## config.mk

```make
export PLATFORM = sky130hd
export DESIGN_NAME = fpcvt_int_wbq
export DESIGN_NICKNAME = d
export VERILOG_FILES = /design/src/rtl/fpcvt_int_wbq_pkg.sv /design/src/rtl/fpcvt_ext.sv /design/src/rtl/fpcvt_int_wbq.sv
export SDC_FILE = /design/constraint.sdc
export NUM_CORES = 1
export LEC_CHECK = 0
export CAP_MARGIN = 30
export CELL_PAD_IN_SITES_DETAIL_PLACEMENT = 0
export CELL_PAD_IN_SITES_GLOBAL_PLACEMENT = 1
export CORE_MARGIN = 4
export CORE_UTILIZATION = 25
export DETAILED_ROUTE_END_ITERATION = 12
export PLACE_DENSITY_LB_ADDON = 0.1
export SETUP_SLACK_MARGIN = 0.02
export SLEW_MARGIN = 20
export SYNTH_ARGS = -nofsm -noshare
export SYNTH_HDL_FRONTEND = slang
export SYNTH_HIERARCHICAL = 1
export SYNTH_SLANG_ARGS = --single-unit
```

## constraint.sdc

```tcl
create_clock -name clk -period 7.1 [get_ports clk]
set_clock_uncertainty 0.05 [all_clocks]
set_input_delay 1.42 -clock clk [delete_from_list [all_inputs] [get_ports clk]]
set_output_delay 1.42 -clock clk [all_outputs]
set_load 0.02 [all_outputs]
```

## src/rtl/fpcvt_int_wbq_pkg.sv

```systemverilog
// Shared definitions for the FP->int convert writeback queue.
// Holds the extension-mode encoding and the helper that selects it.
package fpcvt_int_wbq_pkg;

    localparam int RES_W = 64;

    // How a convert result is widened to the 64-bit integer register.
    typedef enum logic [1:0] {
        EXT_NONE = 2'd0,   // 64-bit destination, result passes through
        EXT_ZERO = 2'd1,   // 32-bit destination, zero-extend bit 31
        EXT_SIGN = 2'd2    // 32-bit destination, sign-extend bit 31
    } ext_mode_e;

    // Map the destination-size and sign-extend flags onto an extension mode.
    function automatic ext_mode_e ext_mode(input logic is32, input logic sx);
        if (!is32) begin
            return EXT_NONE;
        end else if (sx) begin
            return EXT_SIGN;
        end else begin
            return EXT_ZERO;
        end
    endfunction

endpackage

```

## src/rtl/fpcvt_ext.sv

```systemverilog
// Extension mux: widens a 32-bit convert result to 64 bits (sign or zero)
// or passes a 64-bit result through unchanged.
module fpcvt_ext
    import fpcvt_int_wbq_pkg::*;
(
    input  logic [RES_W-1:0] res,
    input  ext_mode_e        mode,
    output logic [RES_W-1:0] res_ext
);

    // Select the widened result for the requested destination size.
    always_comb begin
        // NOTE: every combinational output gets a default first, so no path leaves it unassigned and no latch is inferred.
        res_ext = res;
        unique case (mode)
            EXT_SIGN: res_ext = {{32{res[31]}}, res[31:0]};
            EXT_ZERO: res_ext = {32'b0, res[31:0]};
            default:  res_ext = res;
        endcase
    end

endmodule

```

## src/rtl/fpcvt_int_wbq.sv

```systemverilog
// In-order writeback queue behind the FP lane-2 FP->int convert unit.
// Captures each convert result with its alt flag and destination tag,
// drains it to the integer writeback port under valid/ready, and raises
// a registered stall early enough that converts already in the pipe
// still fit.
module fpcvt_int_wbq
    import fpcvt_int_wbq_pkg::*;
#(
    parameter int DEPTH = 4,
    parameter int TAG_W = 9,
    parameter int SLACK = 2
) (
    input  logic                     clk,
    input  logic                     rst,
    input  logic                     in_en,
    input  logic [RES_W-1:0]         in_res,
    input  logic                     in_alt,
    input  logic [TAG_W-1:0]         in_tag,
    input  logic                     in_is32,
    input  logic                     in_sx,
    input  logic                     flush,
    input  logic                     wb_rdy,
    output logic                     wb_en,
    output logic [RES_W-1:0]         wb_data,
    output logic [TAG_W-1:0]         wb_tag,
    output logic                     wb_alt,
    output logic                     stall,
    output logic [$clog2(DEPTH):0]   count,
    output logic                     ovf
);

    localparam int AW = $clog2(DEPTH);
    localparam int PW = AW + 1;
    // Stall threshold; never below 1 so an empty queue never stalls issue.
    localparam int STALL_AT = (DEPTH > SLACK) ? (DEPTH - SLACK) : 1;

    typedef struct packed {
        logic [RES_W-1:0] data;
        logic [TAG_W-1:0] tag;
        logic             alt;
    } entry_t;

    entry_t           mem [DEPTH];
    entry_t           head;
    logic [PW-1:0]    wr_ptr, rd_ptr;
    logic [PW-1:0]    wr_nxt, rd_nxt, cnt_nxt;
    logic [RES_W-1:0] res_ext;
    logic             empty, full, push, pop, drop;

    // Widening happens on the way in, so the head entry is already final.
    fpcvt_ext u_ext (
        .res     (in_res),
        .mode    (ext_mode(in_is32, in_sx)),
        .res_ext (res_ext)
    );

    assign empty = (wr_ptr == rd_ptr);
    assign full  = (wr_ptr[AW-1:0] == rd_ptr[AW-1:0]) && (wr_ptr[AW] != rd_ptr[AW]);
    assign count = wr_ptr - rd_ptr;

    // Head presentation; gated by wb_en so an empty queue shows all zeros.
    assign head    = mem[rd_ptr[AW-1:0]];
    assign wb_en   = ~empty;
    assign wb_data = wb_en ? head.data : '0;
    assign wb_tag  = wb_en ? head.tag  : '0;
    assign wb_alt  = wb_en ? head.alt  : 1'b0;

    // A full queue still accepts when the head leaves on the same edge.
    assign pop  = wb_en & wb_rdy;
    assign push = in_en & (~full | pop) & ~flush;
    assign drop = in_en & full & ~pop & ~flush;

    // Next-state pointers; flush collapses the queue onto the write pointer.
    always_comb begin
        wr_nxt  = wr_ptr + PW'(push);
        rd_nxt  = flush ? wr_ptr : rd_ptr + PW'(pop);
        cnt_nxt = wr_nxt - rd_nxt;
    end

    // Pointer, stall and sticky overflow state.
    always_ff @(posedge clk or negedge rst) begin
        if (!rst) begin
            wr_ptr <= '0;
            rd_ptr <= '0;
            stall  <= 1'b0;
            ovf    <= 1'b0;
        end else begin
            // NOTE: sequential state uses non-blocking assignments so every register samples pre-edge values.
            wr_ptr <= wr_nxt;
            rd_ptr <= rd_nxt;
            stall  <= (cnt_nxt >= PW'(STALL_AT));
            ovf    <= ovf | drop;
        end
    end

    // Entry storage, written at the tail on each accepted push.
    // NOTE: the array has no reset; the pointers define which entries are live, so stale contents are never observed.
    always_ff @(posedge clk) begin
        if (push) begin
            mem[wr_ptr[AW-1:0]] <= '{data: res_ext, tag: in_tag, alt: in_alt};
        end
    end

endmodule

```

==> impl_metrics.json, run 1 <==
{
  "ir_worst_vdd_mv": 0.1832,
  "grt.busiest_layer": "met2",
  "cts.sinks": 304,
  "drc": 0,
  "ys_types": 28,
  "yosysWarnings": 6,
  "synth_top_area_share_pct": 71.68,
  "clk_pin_slew_worst_paths_ps": 60,
  "antenna_found_initial": 1,
  "clkLatencyLatePin_ps": 520,
  "cts_resized": 0,
  "cp_data_required_time_ps": 5630,
  "slew_violations": 0,
  "numCtsBuffers": 36,
  "fin_crit_sh_pct": 75.42,
  "layout.cells.most_common": "edfxtp_1",
  "wl_per_cell_um": 21.06,
  "cp_max_fo": 29,
  "synth_area_um2": 12400,
  "slew_headroom_pct": 37.47,
  "nNetsFinal": 836,
  "wl_mm": 30.09,
  "end_kind": "primary output",
  "reg2reg_depth": 12,
  "hold_path_class": "register to register",
  "p_per_area_nw_per_um2": 458.4,
  "core_um2": 48950,
  "grt_pass1_wl_mm": 44.92,
  "start_util_pct": 25.33,
  "hold_violations": 0,
  "synth-async-reset-ratio_pct": 2.632,
  "rows": 81,
  "io_buffer_count": 160,
  "grt_max_degree": 43,
  "die_area_um2": 53230,
  "crit_type": "register to primary output",
  "die_y_um": 230.7,
  "drtPass1Iterations": 4,
  "postSynthAreaPerCell_um2": 20.77,
  "clk_path_buf_depth": 3,
  "dp_cells": 1371,
  "grtUsageMet1_pct": 14.63,
  "grt_use_total_pct": 11.36,
  "period_needed_ps": 5355,
  "tightestPinTransition_ps": 938.0,
  "cts_root_buf": "clkbuf_16",
  "grt_pass1_vias": 6794,
  "gp_congestion": 0.6652,
  "synth-edff-count": 296,
  "grt_use_met2_pct": 18.91,
  "rsz0062_at_grt": "no",
  "area_delta_synth_final_pct": 26.21,
  "status": "finished clean",
  "vias": 6052,
  "stdcell_count": 1429,
  "r2r_end": "stall$_DFF_PN0_",
  "cap_viol_max_count": 0,
  "via_per_inst": 4.235,
  "cts_tree": "yes",
  "utilization_pct": 31.97,
  "total_power_mw": 7.175,
  "synth_cells": 597,
  "synth-seq-cells": 304,
  "ys.flop_type": "edfxtp_1",
  "crit_path_start_kind": "register",
  "ant_nets": 0,
  "p_leak_nw": 5.083,
  "ios": 161,
  "tns_ps": 0,
  "cts.htree.levels": 2,
  "hold_buffers": 0,
  "ys_top_cells_by_area": "edfxtp_1, mux4_2, and2_1",
  "worstReg2RegStart": "rd_ptr[0]$_DFF_PN0_",
  "final_cell_mix": "edfxtp_1, clkdlybuf4s50_1, and2_1, mux4_2, clkbuf_16",
  "grt_overflow_total": 0,
  "critPathLaunch": "rd_ptr[0]$_DFF_PN0_",
  "setup_viol": 0,
  "crit_arrival_ps": 3880,
  "dp_hpwl_mm": 17.72,
  "use_met3_pct": 2.604,
  "fmax_mhz": 186.8,
  "seq_area_frac_synth_pct": 73.29,
  "hold_slack_ps": 415.8,
  "synth_top_area_cell": "edfxtp_1",
  "synth_fp_nets": 688,
  "critPathCapture": "wb_data[63]",
  "drtIter0Drc": 267,
  "reg2reg_slack_ps": 3030,
  "drive_gt1_share_pct": 19.24,
  "die_w_um": 230.7,
  "postCtsSetupBuffers": 0
}
-- synthesized netlist by cell type, types with 2 or more instances --
cell and number:
a21o_1 2, a22o_1 30, a22o_2 2, and2_1 76, buf_2 8, buf_4 36, buf_6 16, clkbuf_1 6
dfrtp_1 8, edfxtp_1 296, fa_1 2, ha_1 8, inv_1 11, mux4_2 74, nand2_1 2, nor2b_1 3
nor3_1 5, xnor2_1 2
-- critical path: stages (launching register included) --
cell	delay, ps
dfrtp_4	690
buf_4	590
buf_4	640
mux4_2	590
and2_1	210
clkdlybuf4s50_1	550
-- worst min-delay path by stage --
stage | start | to | slack [ps] | depth (start not counted)
2_1_floorplan | wr_ptr[2]$_DFF_PN0_ | wr_ptr[2]$_DFF_PN0_ | 500 | 1
3_3_place_gp | ovf$_DFF_PN0_ | ovf$_DFF_PN0_ | 410 | 1
3_5_place_dp | ovf$_DFF_PN0_ | ovf$_DFF_PN0_ | 410 | 1
4_1_cts | ovf$_DFF_PN0_ | ovf$_DFF_PN0_ | 420 | 1
5_1_grt | ovf$_DFF_PN0_ | ovf$_DFF_PN0_ | 440 | 1
6_report | ovf$_DFF_PN0_ | ovf$_DFF_PN0_ | 420 | 1
-- final cells by class --
class                   instances  area, um2
inverters                      11      41.29
flip-flops and latches        304       9096
clock buffers                  43      948.4
diodes                          1      2.502
multi-input cells             216       2796
fillers                      4737      33300
clock inverters                14      186.4
repair buffers                176       1749
well taps                     664      830.8
-- kinds of logic (layout without fill, tap and decap cells) --
family,count (synthesis),in the layout,share of synthesized area [%]
flip-flops,304,304,73.29
AND/OR/NAND/NOR,87,87,4.329
buffers and inverters,77,244,4.470
multiplexers,76,76,13.61
AO/OA/AOI/OAI,38,38,2.633
adder cells (fa/ha/maj),10,10,1.130
XOR/XNOR,5,5,0.5348
other,0,1,0
-- report_power, final --
group	switching (mW)	leakage (nW)	total [mW]	internal, mW
Sequential	0.115	2.79	2.33	2.22
Combinational	1.58	1.74	3.05	1.47
Clock	0.674	0.553	1.79	1.12
Total	2.36	5.08	7.18	4.81
-- registers in the layout, summed over array words and instances (netlist names) --
signal / flops
mem: 296
rd_ptr: 3
wr_ptr: 3
ovf: 1
stall: 1
-- layer usage --
layer	wire [um]	up-vias
li1	-	2666
met1	13360	3202
met2	14620	134
met3	1335	48
met4	763	2
met5	13	-
-- stage by stage --
| step | worst slack, ps | cell area (um2) |
|---|---|---|
| finish | 1745 | 15650 |
| global route | 1398 | 15650 |
| CTS | 1537 | 15640 |
| detailed placement | 2130 | 14510 |
| global placement | 2134 | 14450 |
| floorplan | -455.1 | 12400 |
Note: power is estimated with default switching activity, not from simulation.
==> inputs of run 2 (changes only) <==
Clock period 7.1 ns to 4.5 ns, I/O delays scaled along.
==> impl_metrics.json, run 2 (synthesis gave the netlist of run 1 again) <==
{
  "grt_pass1_vias": 7019,
  "drive_gt1_share_pct": 19.69,
  "cts_root_buf": "clkbuf_16",
  "tns_ps": 0,
  "vias": 6089,
  "grt_max_degree": 77,
  "end_kind": "primary output",
  "ios": 161,
  "cts_tree": "yes",
  "via_per_inst": 4.226,
  "slew_headroom_pct": 37.93,
  "drtIter0Drc": 247,
  "clk_pin_slew_worst_paths_ps": 50,
  "fin_crit_sh_pct": 89.30,
  "dpl_cell_area_um2": 14550,
  "n_antenna_cell": 0,
  "final_cell_mix": "edfxtp_1, clkdlybuf4s50_1, and2_1, mux4_2, clkbuf_16",
  "crit_family": "buffers and inverters",
  "fmax_mhz": 248.8,
  "postCtsSetupBuffers": 0,
  "drtPass1Iterations": 4,
  "stdcell_count": 1441,
  "rows": 81,
  "ir_worst_vdd_mv": 0.3745,
  "rsz0062_at_grt": "no",
  "status": "finished clean",
  "drc": 0,
  "grt_overflow_total": 0,
  "period_needed_ps": 4019,
  "largest_reg_flops": 296,
  "dp_cells": 1371,
  "cp_data_required_time_ps": 3550,
  "grt_pass1_wl_mm": 44.95,
  "start_util_pct": 25.33,
  "crit_type": "register to primary output",
  "numCtsBuffers": 38,
  "dp_hpwl_mm": 16.47,
  "wl_mm": 29.90,
  "slowest_delay_ps": 640,
  "p_leak_nw": 5.127,
  "nNetsFinal": 838,
  "die_w_um": 230.7,
  "die_area_um2": 53230,
  "clk_path_buf_depth": 3,
  "io_buffer_count": 160,
  "cts_resized": 0,
  "crit_arrival_ps": 3070,
  "hold_violations": 0,
  "cts.htree.levels": 2,
  "setup_viol": 0,
  "cap_viol_max_count": 0,
  "slew_violations": 0,
  "layout.cells.most_common": "edfxtp_1",
  "cpMaxStageDelayCell": "clkdlybuf4s50_1",
  "wl_per_cell_um": 20.75,
  "die_y_um": 230.7,
  "dpl_worst_slack_ps": 691.5,
  "core_um2": 48950,
  "clkLatencyLatePin_ps": 520,
  "hold_slack_ps": 419.5,
  "final_area_um2": 15740,
  "p_per_area_nw_per_um2": 720.3,
  "area_delta_synth_final_pct": 26.89,
  "worst_slack_ps": 481.4,
  "ant_nets": 0,
  "crit_chain": "inv_1, ha_1, nand3_4, buf_12, and2_1, clkdlybuf4s50_1",
  "grt_use_total_pct": 11.31,
  "crit_path_start_kind": "register",
  "cp_max_fo": 42,
  "tightestPinTransition_ps": 931.1,
  "antenna_found_initial": 0,
  "hold_path_class": "register to register",
  "gp_congestion": 0.6679,
  "hold_buffers": 0,
  "cts.sinks": 304,
  "crit_buf_inv": 3
}
==> run 2: changes by cell type in the layout (fill, tap and decap cells not counted) <==
cell | before | now
buf_12 | 1 | 4
clkbuf_16 | 37 | 41
bufinv_16 | 5 | 1
diode_2 | 1 | 0
buf_4 | 14 | 12
o31ai_2 | 1 | 0
clkinv_2 | 2 | 7
nor3_4 | 1 | 4
o31ai_1 | 0 | 1
buf_16 | 1 | 0
nor3_2 | 3 | 0
clkbuf_1 | 6 | 12
clkbuf_8 | 0 | 2
==> run 2: final cells by class <==
type / instances / area (um2)
well taps: 664 / 830.8
repair buffers: 176 / 1767
flip-flops and latches: 304 / 9096
inverters: 11 / 41.29
clock buffers: 55 / 1099
clock inverters: 15 / 91.34
fillers: 4742 / 33220
multi-input cells: 216 / 2810
==> run 2: metal layers <==
layer | wire [um] | global-route usage, %
met1 | 13200 | 14.51
met2 | 14560 | 18.93
met3 | 1437 | 2.616
met4 | 710 | 3.928
met5 | 0 | 0
==> run 2: path summary, 6_finish.rpt <==
path	from	end	slack (ps)	depth (start not counted)
max reg2reg	wr_ptr[0]$_DFF_PN0_	stall$_DFF_PN0_	910	11
min reg2reg	ovf$_DFF_PN0_	ovf$_DFF_PN0_	420	1
min	ovf$_DFF_PN0_	ovf$_DFF_PN0_	420	1
max	wr_ptr[0]$_DFF_PN0_	wb_data[59]	480	6
max in group asynchronous	rst	rd_ptr[0]$_DFF_PN0_	3440	1
min in group asynchronous	rst	wr_ptr[0]$_DFF_PN0_	630	1
==> run 2: power by group <==
| group | internal (mW) | switching (mW) |
|---|---|---|
| sequential | 3.50 | 0.104 |
| combinational | 2.34 | 2.55 |
| clock | 1.75 | 1.10 |
==> run 2: metrics by stage <==
step / util [%] / power, mW
6_report: 32.14 / 11.33
5_1_grt: 32.14 / 12.02
4_1_cts: 32.14 / 11.65
3_5_place_dp: 29.71 / 8.709
3_3_place_gp: 29.71 / 8.708
2_1_floorplan: - / 6.552
